<file path="src/rtl/multi_axis_profile_gen_pkg.sv">
// Shared types and default widths for the multi-axis profile generator.
package multi_axis_profile_gen_pkg;

  localparam int unsigned X_W_DEF  = 64;
  localparam int unsigned V_W_DEF  = 32;
  localparam int unsigned FRAC_DEF = 8;

  typedef enum logic [1:0] {
    StIdle,
    StRun,
    StAbort
  } state_e;

endpackage

</file>
<file path="src/rtl/profile_axis.sv">
// One motion axis: velocity/accel/jerk update, saturation, abort ramp,
// trapezoidal position integration and step/dir generation.
module profile_axis
  import multi_axis_profile_gen_pkg::*;
#(
  parameter int unsigned X_W  = X_W_DEF,
  parameter int unsigned V_W  = V_W_DEF,
  parameter int unsigned FRAC = FRAC_DEF
) (
  input  logic           clk,
  input  logic           reset,
  input  logic           acc_step,
  input  logic           run_tick,
  input  logic           abort_tick,
  input  logic           load_v,
  input  logic [V_W-1:0] v_in,
  input  logic           load_aj,
  input  logic [V_W-1:0] a_in,
  input  logic [V_W-1:0] j_in,
  input  logic           clear_aj,
  input  logic           x_load,
  input  logic [X_W-1:0] x_val,
  input  logic [5:0]     step_bit,
  input  logic [V_W-1:0] abort_a,
  output logic [X_W-1:0] x,
  output logic [V_W-1:0] v,
  output logic           step,
  output logic           dir,
  output logic           stopped,
  output logic           ramp_zero
);

  // Wide enough for (v << FRAC) + a without overflow.
  localparam int unsigned WW = V_W + FRAC + 2;
  localparam logic signed [WW-1:0]  VMAX_W = {{(WW-V_W+1){1'b0}}, {(V_W-1){1'b1}}};
  localparam logic signed [V_W-1:0] VMAX   = {1'b0, {(V_W-1){1'b1}}};

  logic signed [X_W-1:0] x_q, x_d, x_inc;
  logic signed [V_W-1:0] v_q, v_d, vp_q, vp_d, a_q, a_d, j_q, j_d;
  logic signed [V_W-1:0] v_run, v_ramp;
  logic signed [WW-1:0]  acc_w, q_w;
  logic signed [V_W:0]   sum, half;
  logic [V_W-1:0]        abs_v;
  logic                  step_d, dir_d;

  // Saturating velocity update, abort ramp and trapezoidal position increment.
  always_comb begin
    acc_w = (WW'(v_q) <<< FRAC) + WW'(a_q);
    q_w   = acc_w >>> FRAC;
    if (q_w > VMAX_W) begin
      v_run = VMAX;
    end else if (q_w < -VMAX_W) begin
      v_run = -VMAX;
    end else begin
      v_run = q_w[V_W-1:0];
    end

    abs_v = v_q[V_W-1] ? -v_q : v_q;
    if (abs_v <= abort_a) begin
      v_ramp = '0;
    end else if (v_q[V_W-1]) begin
      v_ramp = v_q + abort_a;
    end else begin
      v_ramp = v_q - abort_a;
    end

    sum   = {v_q[V_W-1], v_q} + {vp_q[V_W-1], vp_q};
    half  = sum >>> 1;
    x_inc = X_W'(half);
  end

  // Next-state for the axis registers.
  always_comb begin
    v_d  = v_q;
    vp_d = vp_q;
    a_d  = a_q;
    j_d  = j_q;
    if (acc_step) vp_d = v_q;
    if (run_tick) begin
      v_d = v_run;
      a_d = a_q + j_q;
    end
    if (abort_tick) v_d = v_ramp;
    if (load_aj) begin
      a_d = a_in;
      j_d = j_in;
    end
    if (clear_aj) begin
      a_d = '0;
      j_d = '0;
    end
    if (load_v) v_d = v_in;
    if (x_load) vp_d = v_q;

    x_d    = x_load ? x_val : x_q + x_inc;
    step_d = !x_load && (x_d[step_bit] != x_q[step_bit]);
    dir_d  = step_d ? (!sum[V_W] && (sum != '0)) : dir;
  end

  // Axis state registers.
  always_ff @(posedge clk) begin
    if (reset) begin
      x_q  <= '0;
      v_q  <= '0;
      vp_q <= '0;
      a_q  <= '0;
      j_q  <= '0;
      step <= 1'b0;
      dir  <= 1'b0;
    end else begin
      x_q  <= x_d;
      v_q  <= v_d;
      vp_q <= vp_d;
      a_q  <= a_d;
      j_q  <= j_d;
      step <= step_d;
      dir  <= dir_d;
    end
  end

  assign x         = x_q;
  assign v         = v_q;
  assign stopped   = (sum == '0);
  assign ramp_zero = (v_ramp == '0);

endmodule

</file>
<file path="src/rtl/multi_axis_profile_gen.sv">
// Multi-axis motion profile generator: segment FSM, one-entry shadow buffer
// and tick counter driving N_AXES profile_axis instances.
module multi_axis_profile_gen
  import multi_axis_profile_gen_pkg::*;
#(
  parameter int unsigned N_AXES = 3,
  parameter int unsigned X_W    = X_W_DEF,
  parameter int unsigned V_W    = V_W_DEF,
  parameter int unsigned FRAC   = FRAC_DEF
) (
  input  logic                  clk,
  input  logic                  reset,
  input  logic                  acc_step,
  input  logic                  seg_valid,
  output logic                  seg_ready,
  input  logic [N_AXES*V_W-1:0] seg_v,
  input  logic [N_AXES*V_W-1:0] seg_a,
  input  logic [N_AXES*V_W-1:0] seg_j,
  input  logic [N_AXES-1:0]     seg_set_v,
  input  logic [31:0]           seg_ticks,
  input  logic                  x_load,
  input  logic [N_AXES*X_W-1:0] x_val,
  input  logic [5:0]            step_bit,
  input  logic                  abort,
  input  logic [V_W-1:0]        abort_a,
  output logic [N_AXES*X_W-1:0] x,
  output logic [N_AXES*V_W-1:0] v,
  output logic [N_AXES-1:0]     step,
  output logic [N_AXES-1:0]     dir,
  output logic                  busy,
  output logic                  seg_done,
  output logic [N_AXES-1:0]     stopped
);

  state_e state_q, state_d;
  logic   sh_full_q, sh_full_d;
  logic [N_AXES*V_W-1:0] sh_v_q, sh_a_q, sh_j_q;
  logic [N_AXES-1:0]     sh_set_v_q;
  logic [31:0]           sh_ticks_q, ticks_left_q, ticks_left_d;
  logic                  seg_done_d;
  logic                  accept, promote, clear_aj, load_aj, run_tick, abort_tick;
  logic [N_AXES-1:0]     ramp_zero;

  assign seg_ready  = !sh_full_q && (state_q != StAbort);
  assign busy       = (state_q != StIdle) || sh_full_q;
  assign run_tick   = (state_q == StRun) && acc_step && !abort;
  assign abort_tick = (state_q == StAbort) && acc_step;
  assign load_aj    = promote && (sh_ticks_q != 32'd0);

  // Segment sequencing: promotion, tick countdown, abort.
  always_comb begin
    state_d      = state_q;
    sh_full_d    = sh_full_q;
    ticks_left_d = ticks_left_q;
    seg_done_d   = 1'b0;
    accept       = 1'b0;
    promote      = 1'b0;
    clear_aj     = 1'b0;
    if (abort) begin
      // Abort beats any handshake or promotion in the same cycle.
      state_d   = StAbort;
      sh_full_d = 1'b0;
      clear_aj  = 1'b1;
    end else begin
      accept = seg_valid && seg_ready;
      unique case (state_q)
        StIdle: promote = sh_full_q;
        StRun: begin
          if (acc_step) begin
            ticks_left_d = ticks_left_q - 32'd1;
            if (ticks_left_q == 32'd1) begin
              seg_done_d = 1'b1;
              if (sh_full_q) begin
                promote = 1'b1;
              end else begin
                clear_aj = 1'b1;
                state_d  = StIdle;
              end
            end
          end
        end
        StAbort: if (acc_step && (&ramp_zero)) state_d = StIdle;
        default: state_d = StIdle;
      endcase
      if (promote) begin
        sh_full_d = 1'b0;
        if (sh_ticks_q == 32'd0) begin
          // Zero-length segment only applies its velocity presets.
          seg_done_d = 1'b1;
          clear_aj   = 1'b1;
          state_d    = StIdle;
        end else begin
          ticks_left_d = sh_ticks_q;
          state_d      = StRun;
        end
      end
      if (accept) sh_full_d = 1'b1;
    end
  end

  // FSM, counter and shadow buffer registers.
  always_ff @(posedge clk) begin
    if (reset) begin
      state_q      <= StIdle;
      sh_full_q    <= 1'b0;
      ticks_left_q <= '0;
      seg_done     <= 1'b0;
      sh_v_q       <= '0;
      sh_a_q       <= '0;
      sh_j_q       <= '0;
      sh_set_v_q   <= '0;
      sh_ticks_q   <= '0;
    end else begin
      state_q      <= state_d;
      sh_full_q    <= sh_full_d;
      ticks_left_q <= ticks_left_d;
      seg_done     <= seg_done_d;
      if (accept) begin
        sh_v_q     <= seg_v;
        sh_a_q     <= seg_a;
        sh_j_q     <= seg_j;
        sh_set_v_q <= seg_set_v;
        sh_ticks_q <= seg_ticks;
      end
    end
  end

  for (genvar k = 0; k < N_AXES; k++) begin : g_axis
    profile_axis #(
      .X_W  (X_W),
      .V_W  (V_W),
      .FRAC (FRAC)
    ) u_axis (
      .clk        (clk),
      .reset      (reset),
      .acc_step   (acc_step),
      .run_tick   (run_tick),
      .abort_tick (abort_tick),
      .load_v     (promote && sh_set_v_q[k]),
      .v_in       (sh_v_q[k*V_W +: V_W]),
      .load_aj    (load_aj),
      .a_in       (sh_a_q[k*V_W +: V_W]),
      .j_in       (sh_j_q[k*V_W +: V_W]),
      .clear_aj   (clear_aj),
      .x_load     (x_load),
      .x_val      (x_val[k*X_W +: X_W]),
      .step_bit   (step_bit),
      .abort_a    (abort_a),
      .x          (x[k*X_W +: X_W]),
      .v          (v[k*V_W +: V_W]),
      .step       (step[k]),
      .dir        (dir[k]),
      .stopped    (stopped[k]),
      .ramp_zero  (ramp_zero[k])
    );
  end

endmodule
</file>
<file path="config.mk">
export PLATFORM = sky130hd
export DESIGN_NAME = multi_axis_profile_gen
export DESIGN_NICKNAME = d
export VERILOG_FILES = /design/src/rtl/multi_axis_profile_gen_pkg.sv /design/src/rtl/profile_axis.sv /design/src/rtl/multi_axis_profile_gen.sv
export SDC_FILE = /design/constraint.sdc
export NUM_CORES = 2
export LEC_CHECK = 0
export CELL_PAD_IN_SITES_DETAIL_PLACEMENT = 1
export CELL_PAD_IN_SITES_GLOBAL_PLACEMENT = 2
export CORE_UTILIZATION = 25
export CTS_CLUSTER_DIAMETER = 30
export DETAILED_ROUTE_END_ITERATION = 8
export PLACE_DENSITY = 0.61
export SYNTH_ARGS = -nofsm -noshare
export SYNTH_HDL_FRONTEND = slang
export SYNTH_HIERARCHICAL = 1
export SYNTH_SLANG_ARGS = --single-unit
</file>
<file path="constraint.sdc">
create_clock -name clk -period 11.2 [get_ports clk]
set_clock_uncertainty 0.2 [all_clocks]
set_input_delay 2.24 -clock clk [delete_from_list [all_inputs] [get_ports clk]]
set_output_delay 2.24 -clock clk [all_outputs]
set_load 0.02 [all_outputs]
</file>
==> results.sh <==
export IMPL_grt_max_degree=196
export IMPL_cts_tree="yes"
export IMPL_drt_iter0_markers=4898
export IMPL_cpMostUsedCell="or4_1"
export IMPL_gr_total_overflow=0
export IMPL_insertion_delay_ns=0.91
export IMPL_cts_repair_resized=0
export IMPL_layout_drive_gt1_share_pct=8.63
export IMPL_maxCapViolCount=0
export IMPL_p_leak_nw=42.0
export IMPL_max_freq_mhz=104
export IMPL_yosysWarnings=6
export IMPL_drt_wirelength_per_cell_um=26.1
export IMPL_synth_seq_area_share_pct=23.8
export IMPL_max_stage_delay_ns=0.67
export IMPL_rsz0062_at_grt="no"
export IMPL_status="finished, final reports clean"
export IMPL_required_ns=8.76
export IMPL_die_w_um=565
export IMPL_cp_slowest_cell="clkdlybuf4s50_1"
export IMPL_dp_cells=15100
export IMPL_vias=84400
export IMPL_ir_drop_mv=0.120
export IMPL_setup_viol=0
export IMPL_syn_to_final_growth_pct=30.2
export IMPL_fin_setup_tns_ns=0
export IMPL_tightest_slew_ns=1.33
export IMPL_fin_cells=15700
export IMPL_ys_seq_elements=941
export IMPL_ctsHoldBuffers=0
export IMPL_viasPerCell=5.38
export IMPL_p_total_mw=14.8
export IMPL_use_met2_pct=39.2
export IMPL_post_route_period_util_pct=85.7
export IMPL_clk_pin_slew_ns=0.04
export IMPL_fin_nets=12500
export IMPL_grt_pass1_wl_um=590000
export IMPL_crit_path_end_kind="output port"
export IMPL_finalHoldViolCount=0
export IMPL_drt_antenna_violating_nets=0
export IMPL_report_final_slew_viol_count=0
export IMPL_setup_slack_ns=1.60
export IMPL_clock_root_buffer="clkbuf_16"
export IMPL_wirelength_um=409000
export IMPL_cts_htree_levels=5
export IMPL_antenna_found_initial=37
export IMPL_worstSetupPathType="reg2out"
export IMPL_post_place_ws_ns=2.03
export IMPL_synth_edff_count=0
export IMPL_initial_core_util_pct=25.1
export IMPL_fill_cells=37300
export IMPL_power_density_mw_per_mm2=144
export IMPL_dp_hpwl_um=323000
export IMPL_async_flop_share_pct=0
export IMPL_startpoint_type="flip-flop"
export IMPL_arrival_ns=7.16
export IMPL_synth_ff_type="dfxtp_1"
export IMPL_grt_pass1_vias=85900
export IMPL_place_congestion=0.906
export IMPL_die_area_sq_mm=0.319
export IMPL_gr_max_usage_layer="met2"
export IMPL_portBuffers=858
export IMPL_dr_pass1_iters=5
export IMPL_track_usage_pct=24.6
export IMPL_crit_path_cell_trace="ha_1, inv_1, fa_1, nand2b_1, a21oi_1, o22ai_2, xnor2_1, or4_4, nor3_2, or4b_1, or4_1, or4_1, or4_1, or4_1, or4_1, nor4_2, clkdlybuf4s50_1"
export IMPL_netlist_cell_type_count=128
export IMPL_core_sq_mm=0.315
export IMPL_die_y_um=565
export IMPL_use_met3_pct=3.18
export IMPL_grt_use_met1_pct=34.2
export IMPL_post_cts_buffers=0
export IMPL_post_route_min_period_ns=9.60
export IMPL_synth_fp_nets=11700
export IMPL_syn_area_sq_mm=0.0791
export IMPL_pin_count=859
export IMPL_numCtsBuffers=310
export IMPL_hold_class="reg2reg"
export IMPL_rows=206
export IMPL_postSynthAreaPerCell_sq_um=7.54
export IMPL_synthCells=10500
export IMPL_drc=0
export IMPL_cp_max_fo=9
export IMPL_maxSlewHeadroom_pct=10.8
export IMPL_cts_sinks=941
export IMPL_clockBufferDepth=4
cell usage after synthesis, types with 155 or more instances:
library cell / count / area [sq um]
mux2i_1: 257 / 2570
nor2_1: 948 / 3560
xnor2_1: 485 / 4250
o21ai_0: 451 / 2260
inv_1: 316 / 1190
clkbuf_1: 489 / 1840
nand2_1: 1536 / 5770
a21o_1: 262 / 1970
ha_1: 677 / 8470
dfxtp_1: 941 / 18800
nor3_1: 222 / 1110
a21oi_1: 1265 / 6330
xor2_1: 155 / 1360
stage by stage:
stage	cell area (sq um)	hold WS, ns	util (%)
2_1_floorplan	79100	0.231	-
3_3_place_gp	92200	0.243	29.3
3_5_place_dp	92200	0.249	29.3
4_1_cts	103000	0.255	32.7
5_1_grt	103000	0.264	32.7
6_report	103000	0.252	32.7
cells by family (layout without fill, tap and decap cells):
group	count (synthesis)	count (layout)	synth area share (%)
xor gates and xnor gates	642	642	7.13
muxes	351	351	5.68
adders and majority gates	693	693	11.1
and+or+nand+nor	3777	3777	22.0
other	0	16	0
AOI/OAI and AO/OA	3196	3196	25.9
buffers and inverters	888	1916	4.41
DFF	941	941	23.8
worst max-delay path: cells and delay by family, from the launching register on:
family                   cells  cell delay (ns)
adder cells (fa/ha/maj)      2             0.66
AND/OR/NAND/NOR             10             3.67
XOR/XNOR                     1             0.16
buffers and inverters        2             0.73
AO/OA/AOI/OAI                2             0.40
flip-flops                   1             0.66
routing by layer:
layer,up-vias,share of wire (%)
met4,6,3.2
li1,39800,-
met3,523,4.5
met1,41900,48
met2,2117,44
met5,-,0.010
power by group:
part | switching (mW) | internal, mW
clock network | 2.69 | 6.22
registers | 0.157 | 3.49
logic | 1.40 | 0.867
layout by cell type (no fill, tap or decap), types with 48 or more instances in the layout:
cell,Yosys,final
nand2b_1,98,98
clkbuf_8,4,56
a22oi_1,48,48
and3_1,78,77
clkbuf_1,489,51
clkdlybuf4s50_1,0,850
o21a_1,107,107
o211ai_1,61,61
o21ai_0,451,451
buf_4,3,172
nand3_1,147,146
or4_1,55,55
mux2i_1,257,257
mux4_2,77,77
o22ai_1,50,50
ha_1,677,677
or3_1,80,80
clkbuf_16,0,314
and2_1,56,55
nand2_1,1536,1536
a221oi_1,49,49
inv_1,316,314
a31oi_1,122,122
nor2b_1,107,107
nand4_1,148,148
a21o_1,262,262
or2_2,67,67
nor4_1,93,93
xnor2_1,485,485
xor2_1,155,155
nor2_1,948,944
o31ai_1,78,78
nor3_1,222,219
o21bai_1,97,97
dfxtp_1,941,938
a211oi_1,121,120
a21oi_1,1265,1264
area by class of cell:
| class | instances | area [sq um] | share of cell area [%] |
|---|---|---|---|
| diodes | 16 | 40.0 | 0.0389 |
| multi-input cells | 8659 | 56900 | 55.2 |
| flip-flops and latches | 941 | 18800 | 18.3 |
| well taps | 4160 | 5200 | 5.05 |
| repair buffers | 1038 | 10000 | 9.75 |
| clock buffers | 421 | 8820 | 8.56 |
| clock inverters | 134 | 2000 | 1.94 |
| inverters | 323 | 1210 | 1.18 |
final timing paths:
check | startpoint | end | slack, ns | cells past startpoint
max | g_axis[1].u_axis/v[0]$_SDFFE_PP0P_ | stopped[1] | 1.60 | 17
max reg2reg | g_axis[1].u_axis/v[5]$_SDFFE_PP0P_ | g_axis[1].u_axis/dir$_SDFFE_PP0P_ | 2.24 | 30
min reg2reg | g_axis[0].u_axis/vp_q[6]$_SDFFE_PP0P_ | g_axis[0].u_axis/vp_q[6]$_SDFFE_PP0P_ | 0.25 | 2
min | g_axis[0].u_axis/vp_q[6]$_SDFFE_PP0P_ | g_axis[0].u_axis/vp_q[6]$_SDFFE_PP0P_ | 0.25 | 2
sequential cells by signal (all words and copies together) (netlist names), 32 cells and up:
signal              cells
sh_a_q                 96
sh_v_q                 96
sh_j_q                 96
g_axis.u_axis/a_q      96
g_axis.u_axis/vp_q     96
g_axis.u_axis/v        96
g_axis.u_axis/j_q      96
g_axis.u_axis/x       192
ticks_left_q           32
sh_ticks_q             32
No activity file was read; power rests on OpenSTA's default activity.
